### src/rtl/audio_level_meter_pkg.sv
// Shared widths, FSM encoding and the saturating magnitude helper for the
// audio level meter.
package audio_pkg;

  localparam int AUD_W = 16;
  localparam int LVL_W = 4;
  localparam int MAG_W = 15;

  typedef enum logic [1:0] {
    ST_IDLE   = 2'd0,
    ST_ACCUM  = 2'd1,
    ST_UPDATE = 2'd2
  } state_e;

  // |x| in MAG_W bits; the single unrepresentable input -32768 clips to 32767.
  function automatic logic [MAG_W-1:0] abs_sat(input logic signed [AUD_W-1:0] x);
    logic [AUD_W-1:0] ux;
    logic [AUD_W-1:0] neg;
    ux  = x;
    neg = ~ux + 16'd1;
    if (ux == 16'h8000) return {MAG_W{1'b1}};
    if (ux[AUD_W-1]) return neg[MAG_W-1:0];
    return ux[MAG_W-1:0];
  endfunction

endpackage

### src/rtl/audio_level_meter_if.sv
// Sample-in / level-out bus between the I2S receive path and the meter;
// master drives samples and enable, slave (the meter) drives the levels.
interface audio_level_meter_if;

  logic                        meter_en;
  logic                        rx_done;
  logic [31:0]                 adc_data;
  logic [audio_pkg::LVL_W-1:0] lvl_l;
  logic [audio_pkg::LVL_W-1:0] lvl_r;
  logic [audio_pkg::LVL_W-1:0] peak_l;
  logic [audio_pkg::LVL_W-1:0] peak_r;
  logic                        lvl_valid;

  modport master (
    output meter_en, rx_done, adc_data,
    input  lvl_l, lvl_r, peak_l, peak_r, lvl_valid
  );

  modport slave (
    input  meter_en, rx_done, adc_data,
    output lvl_l, lvl_r, peak_l, peak_r, lvl_valid
  );

endinterface

### src/rtl/audio_level_meter_lvl_calc.sv
// Combinational level encoder: saturating magnitude followed by a
// leading-one search, giving 0 for silence and floor(log2(mag))+1 otherwise.
module audio_lvl_calc
  import audio_pkg::*;
(
  input  logic signed [AUD_W-1:0] x_i,
  output logic        [LVL_W-1:0] lvl_o
);

  logic [MAG_W-1:0] mag;

  always_comb begin
    mag   = abs_sat(x_i);
    lvl_o = '0;
    for (int i = 0; i < MAG_W; i++) begin
      if (mag[i]) lvl_o = LVL_W'(i + 1);
    end
  end

endmodule

### src/rtl/audio_level_meter.sv
// Stereo peak level meter: windowed peak magnitude per channel, mapped to a
// 0..15 bar level, with a peak-hold marker that decays after HOLD_WIN windows.
module audio_level_meter
  import audio_pkg::*;
#(
  parameter int WIN_SAMPLES = 256,
  parameter int HOLD_WIN    = 8
) (
  input  logic               clk,
  input  logic               rst_n,
  audio_level_meter_if.slave bus
);

  localparam int               CNT_W     = $clog2(WIN_SAMPLES + 1);
  localparam logic [CNT_W-1:0] CNT_LAST  = CNT_W'(WIN_SAMPLES - 1);
  localparam logic [7:0]       HOLD_INIT = 8'(HOLD_WIN);

  state_e state_q, state_d;

  logic [MAG_W-1:0] mag_l_p1_q, mag_l_p1_d, mag_r_p1_q, mag_r_p1_d;
  logic             vld_p1_q, vld_p1_d;
  logic [MAG_W-1:0] max_l_p2_q, max_l_p2_d, max_r_p2_q, max_r_p2_d;
  logic [MAG_W-1:0] win_l_p2_q, win_l_p2_d, win_r_p2_q, win_r_p2_d;
  logic [CNT_W-1:0] cnt_p2_q, cnt_p2_d;
  logic             done_p2_q, done_p2_d;
  logic [MAG_W-1:0] fold_l, fold_r;

  logic [LVL_W-1:0] lvl_l_q, lvl_l_d, lvl_r_q, lvl_r_d;
  logic [LVL_W-1:0] peak_l_q, peak_l_d, peak_r_q, peak_r_d;
  logic [7:0]       hold_l_q, hold_l_d, hold_r_q, hold_r_d;
  logic             lvl_valid_q, lvl_valid_d;

  logic signed [AUD_W-1:0] samp_l, samp_r, win_l_s, win_r_s;
  logic        [LVL_W-1:0] calc_l, calc_r;

  assign samp_l  = bus.adc_data[31:16];
  assign samp_r  = bus.adc_data[15:0];
  assign win_l_s = {1'b0, win_l_p2_q};
  assign win_r_s = {1'b0, win_r_p2_q};

  audio_lvl_calc u_calc_l (.x_i(win_l_s), .lvl_o(calc_l));
  audio_lvl_calc u_calc_r (.x_i(win_r_s), .lvl_o(calc_r));

  // Returns {peak, hold} after one window; pk > lvl >= 0 guarantees pk-1 is safe.
  function automatic logic [LVL_W+7:0] peak_upd(input logic [LVL_W-1:0] lvl,
                                                input logic [LVL_W-1:0] pk,
                                                input logic [7:0]       hold);
    logic [LVL_W-1:0] dec;
    dec = pk - 1'b1;
    if (lvl >= pk) return {lvl, HOLD_INIT};
    if (hold != 8'd0) return {pk, hold - 8'd1};
    return {(dec > lvl) ? dec : lvl, 8'd0};
  endfunction

  always_comb begin
    state_d = state_q;
    case (state_q)
      ST_IDLE:   state_d = ST_ACCUM;
      ST_ACCUM:  if (done_p2_q) state_d = ST_UPDATE;
      ST_UPDATE: state_d = ST_ACCUM;
      default:   state_d = ST_IDLE;
    endcase
    if (!bus.meter_en) state_d = ST_IDLE;
  end

  always_comb begin
    mag_l_p1_d  = mag_l_p1_q;
    mag_r_p1_d  = mag_r_p1_q;
    vld_p1_d    = bus.rx_done && (state_q != ST_IDLE);
    max_l_p2_d  = max_l_p2_q;
    max_r_p2_d  = max_r_p2_q;
    win_l_p2_d  = win_l_p2_q;
    win_r_p2_d  = win_r_p2_q;
    cnt_p2_d    = cnt_p2_q;
    done_p2_d   = 1'b0;
    fold_l      = (mag_l_p1_q > max_l_p2_q) ? mag_l_p1_q : max_l_p2_q;
    fold_r      = (mag_r_p1_q > max_r_p2_q) ? mag_r_p1_q : max_r_p2_q;
    lvl_l_d     = lvl_l_q;
    lvl_r_d     = lvl_r_q;
    peak_l_d    = peak_l_q;
    peak_r_d    = peak_r_q;
    hold_l_d    = hold_l_q;
    hold_r_d    = hold_r_q;
    lvl_valid_d = 1'b0;

    // stage 1: capture magnitudes of every accepted sample
    if (vld_p1_d) begin
      mag_l_p1_d = abs_sat(samp_l);
      mag_r_p1_d = abs_sat(samp_r);
    end

    // stage 2: fold into the running max; the closing sample hands the window
    // to a snapshot so the next window can start folding without a gap
    if (vld_p1_q) begin
      if (cnt_p2_q == CNT_LAST) begin
        win_l_p2_d = fold_l;
        win_r_p2_d = fold_r;
        max_l_p2_d = '0;
        max_r_p2_d = '0;
        cnt_p2_d   = '0;
        done_p2_d  = 1'b1;
      end else begin
        max_l_p2_d = fold_l;
        max_r_p2_d = fold_r;
        cnt_p2_d   = cnt_p2_q + 1'b1;
      end
    end

    // update: publish levels and advance peak-hold
    if (state_q == ST_UPDATE) begin
      lvl_l_d                = calc_l;
      lvl_r_d                = calc_r;
      {peak_l_d, hold_l_d}   = peak_upd(calc_l, peak_l_q, hold_l_q);
      {peak_r_d, hold_r_d}   = peak_upd(calc_r, peak_r_q, hold_r_q);
      lvl_valid_d            = 1'b1;
    end

    if (!bus.meter_en) begin
      mag_l_p1_d  = '0;
      mag_r_p1_d  = '0;
      vld_p1_d    = 1'b0;
      max_l_p2_d  = '0;
      max_r_p2_d  = '0;
      win_l_p2_d  = '0;
      win_r_p2_d  = '0;
      cnt_p2_d    = '0;
      done_p2_d   = 1'b0;
      lvl_l_d     = '0;
      lvl_r_d     = '0;
      peak_l_d    = '0;
      peak_r_d    = '0;
      hold_l_d    = '0;
      hold_r_d    = '0;
      lvl_valid_d = 1'b0;
    end
  end

  always_ff @(posedge clk or negedge rst_n) begin
    if (!rst_n) begin
      state_q     <= ST_IDLE;
      mag_l_p1_q  <= '0;
      mag_r_p1_q  <= '0;
      vld_p1_q    <= 1'b0;
      max_l_p2_q  <= '0;
      max_r_p2_q  <= '0;
      win_l_p2_q  <= '0;
      win_r_p2_q  <= '0;
      cnt_p2_q    <= '0;
      done_p2_q   <= 1'b0;
      lvl_l_q     <= '0;
      lvl_r_q     <= '0;
      peak_l_q    <= '0;
      peak_r_q    <= '0;
      hold_l_q    <= '0;
      hold_r_q    <= '0;
      lvl_valid_q <= 1'b0;
    end else begin
      state_q     <= state_d;
      mag_l_p1_q  <= mag_l_p1_d;
      mag_r_p1_q  <= mag_r_p1_d;
      vld_p1_q    <= vld_p1_d;
      max_l_p2_q  <= max_l_p2_d;
      max_r_p2_q  <= max_r_p2_d;
      win_l_p2_q  <= win_l_p2_d;
      win_r_p2_q  <= win_r_p2_d;
      cnt_p2_q    <= cnt_p2_d;
      done_p2_q   <= done_p2_d;
      lvl_l_q     <= lvl_l_d;
      lvl_r_q     <= lvl_r_d;
      peak_l_q    <= peak_l_d;
      peak_r_q    <= peak_r_d;
      hold_l_q    <= hold_l_d;
      hold_r_q    <= hold_r_d;
      lvl_valid_q <= lvl_valid_d;
    end
  end

  assign bus.lvl_l     = lvl_l_q;
  assign bus.lvl_r     = lvl_r_q;
  assign bus.peak_l    = peak_l_q;
  assign bus.peak_r    = peak_r_q;
  assign bus.lvl_valid = lvl_valid_q;

endmodule

### src/flat_wrapper.sv
// flat-port wrapper written by rule: the top's interface ports become plain ports
module audio_level_meter_flat import audio_pkg::*;
#(
  parameter int WIN_SAMPLES = 256,
  parameter int HOLD_WIN    = 8
)
  (clk, rst_n, bus_meter_en, bus_rx_done, bus_adc_data, bus_lvl_l, bus_lvl_r, bus_peak_l, bus_peak_r, bus_lvl_valid);
  audio_level_meter_if bus_i ();
  input  logic clk;
  input  logic rst_n;
  input wire logic [$bits(bus_i.meter_en)-1:0] bus_meter_en;
  input wire logic [$bits(bus_i.rx_done)-1:0] bus_rx_done;
  input wire logic [$bits(bus_i.adc_data)-1:0] bus_adc_data;
  output wire logic [$bits(bus_i.lvl_l)-1:0] bus_lvl_l;
  output wire logic [$bits(bus_i.lvl_r)-1:0] bus_lvl_r;
  output wire logic [$bits(bus_i.peak_l)-1:0] bus_peak_l;
  output wire logic [$bits(bus_i.peak_r)-1:0] bus_peak_r;
  output wire logic [$bits(bus_i.lvl_valid)-1:0] bus_lvl_valid;
  assign bus_i.meter_en = bus_meter_en;
  assign bus_i.rx_done = bus_rx_done;
  assign bus_i.adc_data = bus_adc_data;
  assign bus_lvl_l = bus_i.lvl_l;
  assign bus_lvl_r = bus_i.lvl_r;
  assign bus_peak_l = bus_i.peak_l;
  assign bus_peak_r = bus_i.peak_r;
  assign bus_lvl_valid = bus_i.lvl_valid;
  audio_level_meter #(.WIN_SAMPLES(WIN_SAMPLES), .HOLD_WIN(HOLD_WIN)) u_core (.clk(clk), .rst_n(rst_n), .bus(bus_i));
endmodule
### config.mk
export PLATFORM = sky130hd
export DESIGN_NAME = audio_level_meter_flat
export DESIGN_NICKNAME = d
export VERILOG_FILES = /design/src/rtl/audio_level_meter_pkg.sv /design/src/rtl/audio_level_meter_if.sv /design/src/rtl/audio_level_meter_lvl_calc.sv /design/src/rtl/audio_level_meter.sv /design/src/flat_wrapper.sv
export SDC_FILE = /design/constraint.sdc
export NUM_CORES = 1
export LEC_CHECK = 0
export BUFFER_PORTS_ARGS = -buffer_cell sky130_fd_sc_hd__buf_2
export CAP_MARGIN = 20
export CORE_MARGIN = 2
export CORE_UTILIZATION = 45
export CTS_CLUSTER_SIZE = 20
export DETAILED_ROUTE_END_ITERATION = 12
export PLACE_DENSITY = 0.66
export SLEW_MARGIN = 25
export SYNTH_ARGS = -nofsm -noshare
export SYNTH_HDL_FRONTEND = slang
export SYNTH_HIERARCHICAL = 1
export SYNTH_SLANG_ARGS = --single-unit
### constraint.sdc
create_clock -name clk -period 7.7 [get_ports clk]
set_input_delay 0.77 -clock clk [delete_from_list [all_inputs] [get_ports clk]]
set_output_delay 0.77 -clock clk [all_outputs]
set_load 0.03 [all_outputs]
==> results of run 1 <==
worst max path at each step:
stage                          from                    to  slack (ns)  cells after the start
2_1_floorplan  u_core/win_r_p2_q[0]  u_core/bus.peak_r[3]        4.60                     15
4_1_cts        u_core/win_r_p2_q[1]  u_core/bus.peak_r[3]        4.02                     14
3_5_place_dp   u_core/win_r_p2_q[1]  u_core/bus.peak_r[3]        4.06                     14
3_3_place_gp   u_core/win_r_p2_q[1]  u_core/bus.peak_r[3]        4.24                     14
6_report       u_core/win_r_p2_q[1]  u_core/bus.peak_r[3]        4.01                     14
5_1_grt        u_core/win_r_p2_q[1]  u_core/bus.peak_r[3]        3.60                     14
sequential cells by signal (all words and copies together), names as in the netlist, 2 cells and up:
register,cells
u_core/max_r_p2_q,15
u_core/state_q,2
u_core/bus.peak_l,4
u_core/hold_l_q,8
u_core/win_l_p2_q,15
u_core/mag_l_p1_q,15
u_core/cnt_p2_q,9
u_core/hold_r_q,8
u_core/mag_r_p1_q,15
u_core/bus.peak_r,4
u_core/max_l_p2_q,15
u_core/win_r_p2_q,15
u_core/bus.lvl_l,4
u_core/bus.lvl_r,4
cell usage after synthesis (all sizes together), types with 7 or more instances:
cell    instances
a21o           25
a21oi          76
a221o          21
a22o           32
buf             7
clkbuf         27
dfrtp         136
ha             55
inv            69
mux2i          21
nand2          99
nand2b         18
nand3          16
nand3b          7
nand4          11
nor2           57
nor2b          13
nor3           41
nor4            7
o21ai          64
o22ai           8
o31ai          11
or2             7
or3            10
xnor2          21
xor2           28
metal layers:
layer | global-route usage [%] | vias to the layer above
li1 | - | 3663
met1 | 27.76 | 3358
met4 | 5.059 | 0
met5 | 0 | -
met2 | 31.11 | 147
met3 | 3.444 | 17
through the flow:
step / util [%] / area [um^2] / total power [uW] / setup WS (ns) / hold WS (ns)
finish: 51.54 / 9997 / 1847 / 4.013 / 0.3560
detailed placement: 48.43 / 9394 / 1027 / 4.061 / 0.4823
floorplan: - / 8902 / 951.9 / 4.596 / 0.4661
CTS: 51.52 / 9993 / 1862 / 4.018 / 0.4001
global route: 51.54 / 9997 / 1941 / 3.601 / 0.4272
global placement: 48.41 / 9390 / 1024 / 4.236 / 0.4826
area by class of cell:
type                       instances  area, um^2
tap                              265       331.6
multi-input combinational        743        5096
fill                            1824        9402
clock inverter                    13       170.2
sequential                       136        3403
inverter                          70       262.8
clock buffer                      18       429.2
timing repair buffer              57       304.0
power breakdown:
part	leakage [uW]	switching [uW]	internal, uW
clock	0.000272	320	510
sequential	0.00188	22.4	734
combinational	0.00258	159	101
total	0.00472	501	1350
cells by family (layout without fill, tap and decap cells):
logic type / count (synthesis) / after routing / synth area share (%)
simple gates: 319 / 319 / 19.21
compound gates: 290 / 290 / 22.70
flops: 136 / 136 / 38.34
buf+inv: 104 / 158 / 4.624
fa+ha+maj: 55 / 55 / 7.753
xor+xnor: 49 / 49 / 4.835
mux: 22 / 22 / 2.495
other cells: 1 / 8 / 0.04225
worst register-to-register path, cell delays in order, from the launching register on:
cell	delay, ns
dfrtp_1	0.43
nor3_1	0.20
a221o_1	0.16
nand4_1	0.10
a31oi_1	0.19
o21ai_1	0.10
a221oi_2	0.36
inv_1	0.11
ha_1	0.29
nand2b_1	0.14
a2111oi_0	0.50
nor2_1	0.20
o21ai_0	0.35
nand2_1	0.24
o221ai_1	0.23
==> impl_metrics.py, run 1 <==
metrics = {
    "clock_tree": {
        "cts_hold_buf": 0,
        "numCtsBuffers": 17,
        "cts_buffer_depth": 2,
        "cts_num_sinks": 136,
        "clkTransAtPathRegs_ns": 0.06,
        "cts_root_buf": "clkbuf_16",
        "clk_latency_ns": 0.42,
        "htreeDepth": 4,
        "cts_setup_buffers": 0,
        "cts.repair.resized": 0,
        "cts_tree": "yes",
    },
    "routing": {
        "wirelength_um": 19070,
        "met2WireLength_um": 8595,
        "ant_nets": 0,
        "route.top_layer_used": "met4",
        "vias_per_cell": 5.518,
        "vias": 7185,
        "drt_iter0_markers": 376,
        "wl_per_cell_um": 14.65,
        "drc": 0,
        "drtPass1Iterations": 6,
        "wl_met1_um": 9576,
        "met3WireLength_um": 705,
    },
    "synth": {
        "synth_edf_count": 0,
        "yosysWarnings": 6,
        "ys_seq_area_share_pct": 38.34,
        "synth_top_cell_by_area": "dfrtp_1",
        "synth_top_area_share_pct": 38.34,
        "yosys_most_used_dff": "dfrtp_1",
        "ys_async_sr_fraction_pct": 100.0,
        "syn_area_um2": 8876,
        "synth_cell_types": 79,
        "synth.avg_cell_area_um2": 9.094,
        "ys_top_cells_by_area": "dfrtp_1, ha_1, a21oi_1",
        "synthCells": 976,
        "ys_ff_latch": 136,
    },
    "finish": {
        "drive_above_1_share_pct": 11.96,
        "mostFrequentLayoutCells": "dfrtp_1, nand2_1, a21oi_1",
        "fin_cells": 1302,
        "syn2layout_area_growth_pct": 12.63,
        "nNetsFinal": 1116,
        "final_common_cell": "dfrtp_1",
        "num_antenna_cells": 0,
    },
    "floorplan": {
        "fp.dieW_um": 144.4,
        "start_util_pct": 45.76,
        "rows": 51,
        "coreArea_um2": 19400,
        "die_h_um": 144.4,
        "die-area_um2": 20860,
        "ios": 53,
    },
    "run": {
        "drv_cap": 0,
    },
    "worst_setup_path": {
        "worst-path-buf-inv": 1,
        "cp-end-kind": "flip-flop",
        "ff2ff_path_depth": 14,
        "reg2reg_to": "u_core/bus.peak_r[3]",
        "worstSetupPathType": "flip-flop to flip-flop",
        "cp.required_ns": 8.02,
        "setup.worst_path.start_class": "flip-flop",
        "worstReg2RegStart": "u_core/win_r_p2_q[1]",
        "crit_family": "compound AO/OA/AOI/OAI gates",
        "reg2reg_setup_slack_ns": 4.01,
        "cp_max_fo": 7,
        "cpPeakStageDelay_ns": 0.50,
        "crit_chain": "nor3_1, a221o_1, nand4_1, a31oi_1, o21ai_1, a221oi_2, inv_1, ha_1, nand2b_1, a2111oi_0, nor2_1, o21ai_0, nand2_1, o221ai_1",
        "crit_slowest_cell": "a2111oi_0",
        "worstPathArrival_ns": 4.01,
    },
    "timing": {
        "min_period_over_period_pct": 47.89,
        "max_freq_ghz": 0.2712,
        "finalMaxSlewViolations": 0,
        "worst_slew_pin_slew_ns": 0.9595,
        "rsz0062_at_grt": "false",
        "fin_skew_ns": 0.006791,
        "hold_violations": 0,
        "period_needed_ns": 3.687,
        "max_slew_margin_pct": 35.88,
        "setup-tns-final_ns": 0,
        "finalSetupViolCount": 0,
    },
    "global_routing": {
        "grt_max_degree": 77,
        "grt_util_all_layers_pct": 19.60,
        "first_global_vias": 6873,
        "antenna_found_initial": 0,
        "grt_pass1_wl_um": 33190,
        "grt_overflow_total": 0,
    },
    "place": {
        "port_buffers": 52,
        "place_inst": 1271,
        "gp_congestion": 0.8501,
        "place_hpwl_um": 13940,
    },
    "power_and_ir_drop": {
        "power.density_nw_per_um2": 184.7,
        "cellLeakagePower_uw": 0.004725,
        "ir_drop_uv": 88.88,
    },
    "min_path": {
        "hold_class": "input port to asynchronous set/reset pin",
    },
    "status": {
        "status": "completed",
    },
}
Note: power is estimated with default switching activity, not from simulation.
==> run 2: changes to the inputs <==
- ABC_AREA: default -> 1
- clock period: 7.7 -> 3.4 ns (I/O delays scaled with it)
==> run 2 against run 1 <==
  * Critical endpoint is now u_core/bus.peak_r[2]
  * Critical path depth is 10 higher
  * Power grew to 3.2 times the previous value
  * Combinational power grew to 8.0 times the previous value
  * Routed wire length is 9.8% higher
  * Worst hold slack worse by 0.17 ns
  * Synthesized cell count is 42% higher
  * Fmax is 39% higher
==> impl_metrics.py, run 2 <==
metrics = {
    "clock_tree": {
        "numCtsBuffers": 17,
        "cts_buffer_depth": 2,
        "clk_latency_ns": 0.41,
        "cts.repair.resized": 0,
        "clkTransAtPathRegs_ns": 0.06,
        "htreeDepth": 4,
        "cts_num_sinks": 136,
        "cts_tree": "yes",
        "cts_root_buf": "clkbuf_16",
    },
    "worst_setup_path": {
        "worstSetupPathType": "flip-flop to flip-flop",
        "cp-end-kind": "flip-flop",
        "critical_path.startpoint": "u_core/win_r_p2_q[2]",
        "worstReg2RegStart": "u_core/win_r_p2_q[2]",
        "setup.worst_path.start_class": "flip-flop",
        "worstPathArrival_ns": 2.96,
        "cp_max_fo": 7,
        "ff2ff_path_depth": 24,
        "cp.required_ns": 3.70,
    },
    "synth": {
        "synth_edf_count": 0,
        "synthCells": 1385,
        "synth_top_cell_by_area": "dfrtp_1",
        "synth.avg_cell_area_um2": 6.944,
        "yosysWarnings": 6,
        "ys_ff_latch": 136,
        "synth_top_area_share_pct": 35.38,
        "ys_seq_area_share_pct": 35.38,
        "synth_cell_types": 44,
        "synth_common_cells": "nand2_1, inv_1, nand3_1",
        "synth_most_common_cell": "nand2_1",
        "syn_area_um2": 9618,
        "yosys_most_used_dff": "dfrtp_1",
        "ys_top_cells_by_area": "dfrtp_1, nand2_1, nand3_1",
        "ys_async_sr_fraction_pct": 100.0,
    },
    "routing": {
        "wl_met1_um": 10820,
        "vias": 8552,
        "route.top_layer_used": "met4",
        "wl_per_cell_um": 12.20,
        "drt_iter0_markers": 622,
        "met3WireLength_um": 749,
        "wirelength_um": 20940,
        "drc": 0,
        "drtPass1Iterations": 5,
        "met2WireLength_um": 9241,
        "ant_nets": 0,
        "vias_per_cell": 4.981,
    },
    "floorplan": {
        "die_h_um": 150.2,
        "coreArea_um2": 21020,
        "start_util_pct": 45.75,
        "fp.dieW_um": 150.2,
        "ios": 53,
        "rows": 53,
        "die-area_um2": 22560,
    },
    "timing": {
        "rsz0062_at_grt": "false",
        "finalMaxSlewViolations": 0,
        "worst_slew_pin_slew_ns": 0.9275,
        "hold_ws_ns": 0.1845,
        "max_freq_ghz": 0.3767,
        "finalSetupViolCount": 0,
        "fin_skew_ns": 0.007520,
        "period_needed_ns": 2.655,
        "hold_violations": 0,
        "min_period_over_period_pct": 78.09,
        "max_slew_margin_pct": 38.10,
        "setup-tns-final_ns": 0,
    },
    "run": {
        "drv_cap": 0,
    },
    "finish": {
        "drive_above_1_share_pct": 10.96,
        "fin_cells": 1717,
        "nNetsFinal": 1520,
        "num_antenna_cells": 0,
        "nFillCells": 2083,
        "syn2layout_area_growth_pct": 11.28,
        "mostFrequentLayoutCells": "nand2_1, inv_1, nand3_1",
        "final_common_cell": "nand2_1",
    },
    "global_routing": {
        "grt_pass1_wl_um": 36560,
        "antenna_found_initial": 0,
        "grt_overflow_total": 0,
        "first_global_vias": 7820,
        "grt_max_degree": 85,
        "grt_util_all_layers_pct": 19.65,
    },
    "min_path": {
        "whs_path_depth": 3,
        "hold_class": "input port to flip-flop",
        "hold_path_startpoint": "bus_adc_data[0]",
    },
    "power_and_ir_drop": {
        "power.density_nw_per_um2": 554.0,
        "ir_drop_uv": 209.5,
        "cellLeakagePower_uw": 0.005924,
        "total_power_uw": 5930,
    },
    "place": {
        "gp_congestion": 0.8470,
        "place_inst": 1684,
        "place_hpwl_um": 15260,
        "port_buffers": 52,
    },
    "status": {
        "status": "completed",
    },
}
==> run 2: timing repair <==
action                                 CTS  global route
endpoints found under the hold margin   52             0
setup buffers                            0             0
hold buffers                             1             0
==> run 2: report_power, final <==
group	switching, uW	internal [uW]
Combinational	1410	670
Clock	697	1250
Sequential	135	1770
==> run 2: kinds of logic after synthesis <==
logic type	count (synthesis)	share of synthesized area, %
flops	136	35.38
fa+ha+maj	55	7.155
other cells	1	0.03899
compound gates	148	8.222
simple gates	777	36.37
xor+xnor	25	2.277
buf+inv	243	10.55
==> run 2: metrics by stage <==
| step | utilization (%) | setup slack (ns) | instance area, um^2 |
|---|---|---|---|
| 2_1_floorplan | - | 1.088 | 9622 |
| 3_3_place_gp | 47.91 | 0.8501 | 10070 |
| 3_5_place_dp | 47.91 | 0.7804 | 10070 |
| 4_1_cts | 50.91 | 0.7540 | 10700 |
| 5_1_grt | 50.91 | 0.3753 | 10700 |
| 6_report | 50.91 | 0.7451 | 10700 |
==> run 2: path summary, 6_finish.rpt <==
| path | slack (ns) | endpoint |
|---|---|---|
| min in group asynchronous | 0.43 | u_core/win_r_p2_q[5] |
| hold / removal | 0.18 | u_core/mag_r_p1_q[0] |
| max in group asynchronous | 2.16 | u_core/max_l_p2_q[0] |
| hold reg to reg | 0.45 | u_core/state_q[0] |
| setup / recovery | 0.75 | u_core/bus.peak_r[2] |
| setup reg to reg | 0.75 | u_core/bus.peak_r[2] |
==> run 2: worst max-delay path: stages, from the launching register on <==
cell,delay (ns)
dfrtp_1,0.38
inv_1,0.10
nand2_1,0.07
nand2_1,0.06
nand2_1,0.08
nand4_2,0.09
nand2_1,0.06
nand2_1,0.04
nand2_1,0.05
nand2_1,0.04
nand2_1,0.05
nand2_1,0.04
nand2_1,0.05
nand2_1,0.04
nand2_1,0.06
nand2_1,0.04
nand2_1,0.11
inv_1,0.08
ha_1,0.30
nand3_1,0.09
nand3_1,0.19
o21ai_2,0.32
nor2_1,0.09
nand2_1,0.07
nand2_1,0.04
==> run 2: routing by layer <==
metal | vias up | track usage, %
li1 | 4489 | -
met1 | 3895 | 28.55
met2 | 161 | 31.07
met3 | 7 | 2.818
met4 | 0 | 4.528
met5 | - | 0
==> run 2: area by class of cell <==
type                    count  area, um^2  area share, %
clock buffers              22       454.2          4.244
clock inverters            10       166.4          1.555
repair buffers             59       334.1          3.121
multi-input cells        1007        5215          48.73
inverters                 208       785.8          7.342
flip-flops and latches    136        3403          31.80
well taps                 275       344.1          3.215
==> run 3: changes to the inputs <==
- PLACE_DENSITY: 0.66 -> 0.68
- clock period: 3.4 -> 2.3 ns (I/O delays scaled with it)
==> run 3 against run 2 <==
  * The flow now finishes with violations (setup timing)
  * Fmax rose by 9.1%
  * First-iteration DRC count fell by 27%
  * Utilization rose by 4.6 points
  * Routed wire length rose by 8.3%
  * Design area rose by 9.0%
  * Sequential cell count did not move
  * Largest cell class unchanged
  * Final cell count rose by 4.8%
  * Clock power rose by 44%
  * Power rose by 55%
  * Sequential power rose by 47%
  * Worst hold slack got worse by 0.11 ns
  * Via count rose by 5.2%
==> impl_metrics.py, run 3 (synthesized netlist as in run 2, its figures left out) <==
metrics = {
    "status": {
        "status": "finished with violations",
        "violations": "setup timing",
    },
    "routing": {
        "ant_nets": 0,
        "drc": 0,
        "wirelength_um": 22690,
        "wl_per_cell_um": 12.61,
        "vias": 8999,
        "vias_per_cell": 5.002,
        "drt_iter0_markers": 452,
        "drtPass1Iterations": 5,
    },
    "worst_setup_path": {
        "reg2reg_setup_slack_ns": -0.13,
        "worstPathArrival_ns": 2.76,
        "setup.worst_path.start_class": "flip-flop",
        "worstSetupPathType": "flip-flop to flip-flop",
        "worstReg2RegStart": "u_core/win_r_p2_q[1]",
        "cp-end-kind": "flip-flop",
        "cpMostUsedCell": "nand2_1",
        "crit_slowest_cell": "dfrtp_1",
        "cp.required_ns": 2.63,
        "ff2ff_path_depth": 23,
        "reg2reg_to": "u_core/bus.peak_r[3]",
        "cpPeakStageDelay_ns": 0.39,
        "cp_max_fo": 6,
        "crit_chain": "nand2_2, nand3_2, nand2_2, nand4_2, nand2_1, nand2_1, nand2_1, nand2_1, nand2_1, nand2_1, nand2_1, nand2_1, nand2_1, nand2_1, nand2_2, inv_2, ha_4, nand3_2, nand3_4, inv_1, nand2_1, nand2_1, o21ai_1",
    },
    "global_routing": {
        "first_global_vias": 8617,
        "antenna_found_initial": 0,
        "grt_overflow_total": 0,
        "grt_max_degree": 58,
        "grt_util_all_layers_pct": 21.16,
        "grt_pass1_wl_um": 39340,
    },
    "place": {
        "port_buffers": 52,
        "place_inst": 1749,
        "place_hpwl_um": 16120,
        "gp_congestion": 0.8608,
    },
    "finish": {
        "mostFrequentLayoutCells": "nand2_1, inv_1, nand3_1",
        "drive_above_1_share_pct": 20.34,
        "nFillCells": 1961,
        "fin_util_pct": 55.48,
        "syn2layout_area_growth_pct": 21.26,
        "final_common_cell": "nand2_1",
        "nNetsFinal": 1603,
        "fin_cells": 1799,
        "num_antenna_cells": 0,
    },
    "power_and_ir_drop": {
        "ir_drop_uv": 467.5,
        "power.density_nw_per_um2": 789.4,
        "cellLeakagePower_uw": 0.006374,
    },
    "timing": {
        "hold_violations": 0,
        "finalSetupViolCount": 17,
        "hold_ws_ns": 0.07436,
        "max_slew_margin_pct": 62.67,
        "max_freq_ghz": 0.4111,
        "finalMaxSlewViolations": 0,
        "worst_slack_ns": -0.1324,
        "period_needed_ns": 2.432,
        "min_period_over_period_pct": 105.8,
        "fin_skew_ns": 0.01308,
        "rsz0062_at_grt": "true",
        "worst_slew_pin_slew_ns": 0.5599,
    },
    "floorplan": {
        "rows": 53,
        "die-area_um2": 22560,
        "ios": 53,
        "coreArea_um2": 21020,
        "die_h_um": 150.2,
        "start_util_pct": 45.75,
        "fp.dieW_um": 150.2,
    },
    "min_path": {
        "whs_path_depth": 3,
        "hold_class": "input port to flip-flop",
        "hold_path_startpoint": "bus_adc_data[0]",
        "whs_endpoint": "u_core/mag_r_p1_q[0]",
    },
    "clock_tree": {
        "cts_root_buf": "clkbuf_16",
        "cts_num_sinks": 136,
        "htreeDepth": 4,
        "cts_tree": "yes",
        "clk_latency_ns": 0.42,
        "clkTransAtPathRegs_ns": 0.06,
        "numCtsBuffers": 17,
        "cts_buffer_depth": 2,
    },
    "run": {
        "drv_cap": 0,
    },
}
-- run 3: cell type report --
| cell class | instances | area (um^2) | share of cell area, % |
|---|---|---|---|
| clock buffer | 19 | 442.9 | 3.798 |
| clock inverter | 12 | 163.9 | 1.405 |
| inverter | 208 | 788.3 | 6.759 |
| multi-input combinational | 1008 | 5512 | 47.26 |
| sequential | 136 | 3403 | 29.18 |
| tap | 275 | 344.1 | 2.950 |
| timing repair buffer | 141 | 1008 | 8.647 |
-- run 3: how the worst max path moves through the flow --
stage | from | end | slack (ns) | depth (start not counted)
final | u_core/win_r_p2_q[1] | u_core/bus.peak_r[3] | -0.13 | 23
after global routing | u_core/win_r_p2_q[1] | u_core/bus.peak_r[3] | -0.40 | 24
after CTS | u_core/win_r_p2_q[3] | u_core/bus.peak_r[3] | -0.14 | 19
after detailed placement | u_core/win_r_p2_q[5] | u_core/hold_r_q[0] | -0.18 | 14
after floorplan | u_core/win_r_p2_q[2] | u_core/bus.peak_r[0] | 0.009 | 24
after global placement | u_core/win_r_p2_q[5] | u_core/bus.peak_r[2] | -0.12 | 15
-- run 3: report_power, final --
group | switching [uW] | internal (uW)
Sequential | 184 | 2610
Combinational | 2380 | 1210
Clock | 1070 | 1750
-- run 3: metrics by stage --
step                power [uW]  setup TNS [ns]  setup WS [ns]  area, um^2
global placement          5920          -1.436        -0.1157       10590
finish                    9207          -1.306        -0.1324       11660
detailed placement        6017          -2.384        -0.1754       10590
floorplan                 5355               0       0.008531        9627
global route              9887          -7.168        -0.4039       11660
CTS                       9004         -0.9475        -0.1440       11410
-- run 3: metal layers --
metal / routed length [um] / part of all wire [%] / global-route usage, %
met1: 11130 / 49 / 28.85
met2: 10460 / 46 / 35.57
met3: 752 / 3.3 / 2.545
met4: 346 / 1.5 / 5.849
met5: 0 / 0 / 0
-- run 3: worst max-delay path, delay by kind of cell, from the launching register on --
| family | cells | cell delay (ns) |
|---|---|---|
| AO/OA/AOI/OAI | 1 | 0.15 |
| flip-flops | 1 | 0.39 |
| buffers and inverters | 2 | 0.21 |
| AND/OR/NAND/NOR | 19 | 1.33 |
| adder cells (fa/ha/maj) | 1 | 0.27 |
-- run 3: what timing repair did --
action | in CTS | in global routing
hold buffers | 1 | 0
endpoints found under the setup margin | 23 | 25
endpoints found under the hold margin | 55 | 0
gates cloned | 1 | 0
setup buffers | 10 | 7
gates resized for setup | 38 | 56
pin swaps | 16 | 32
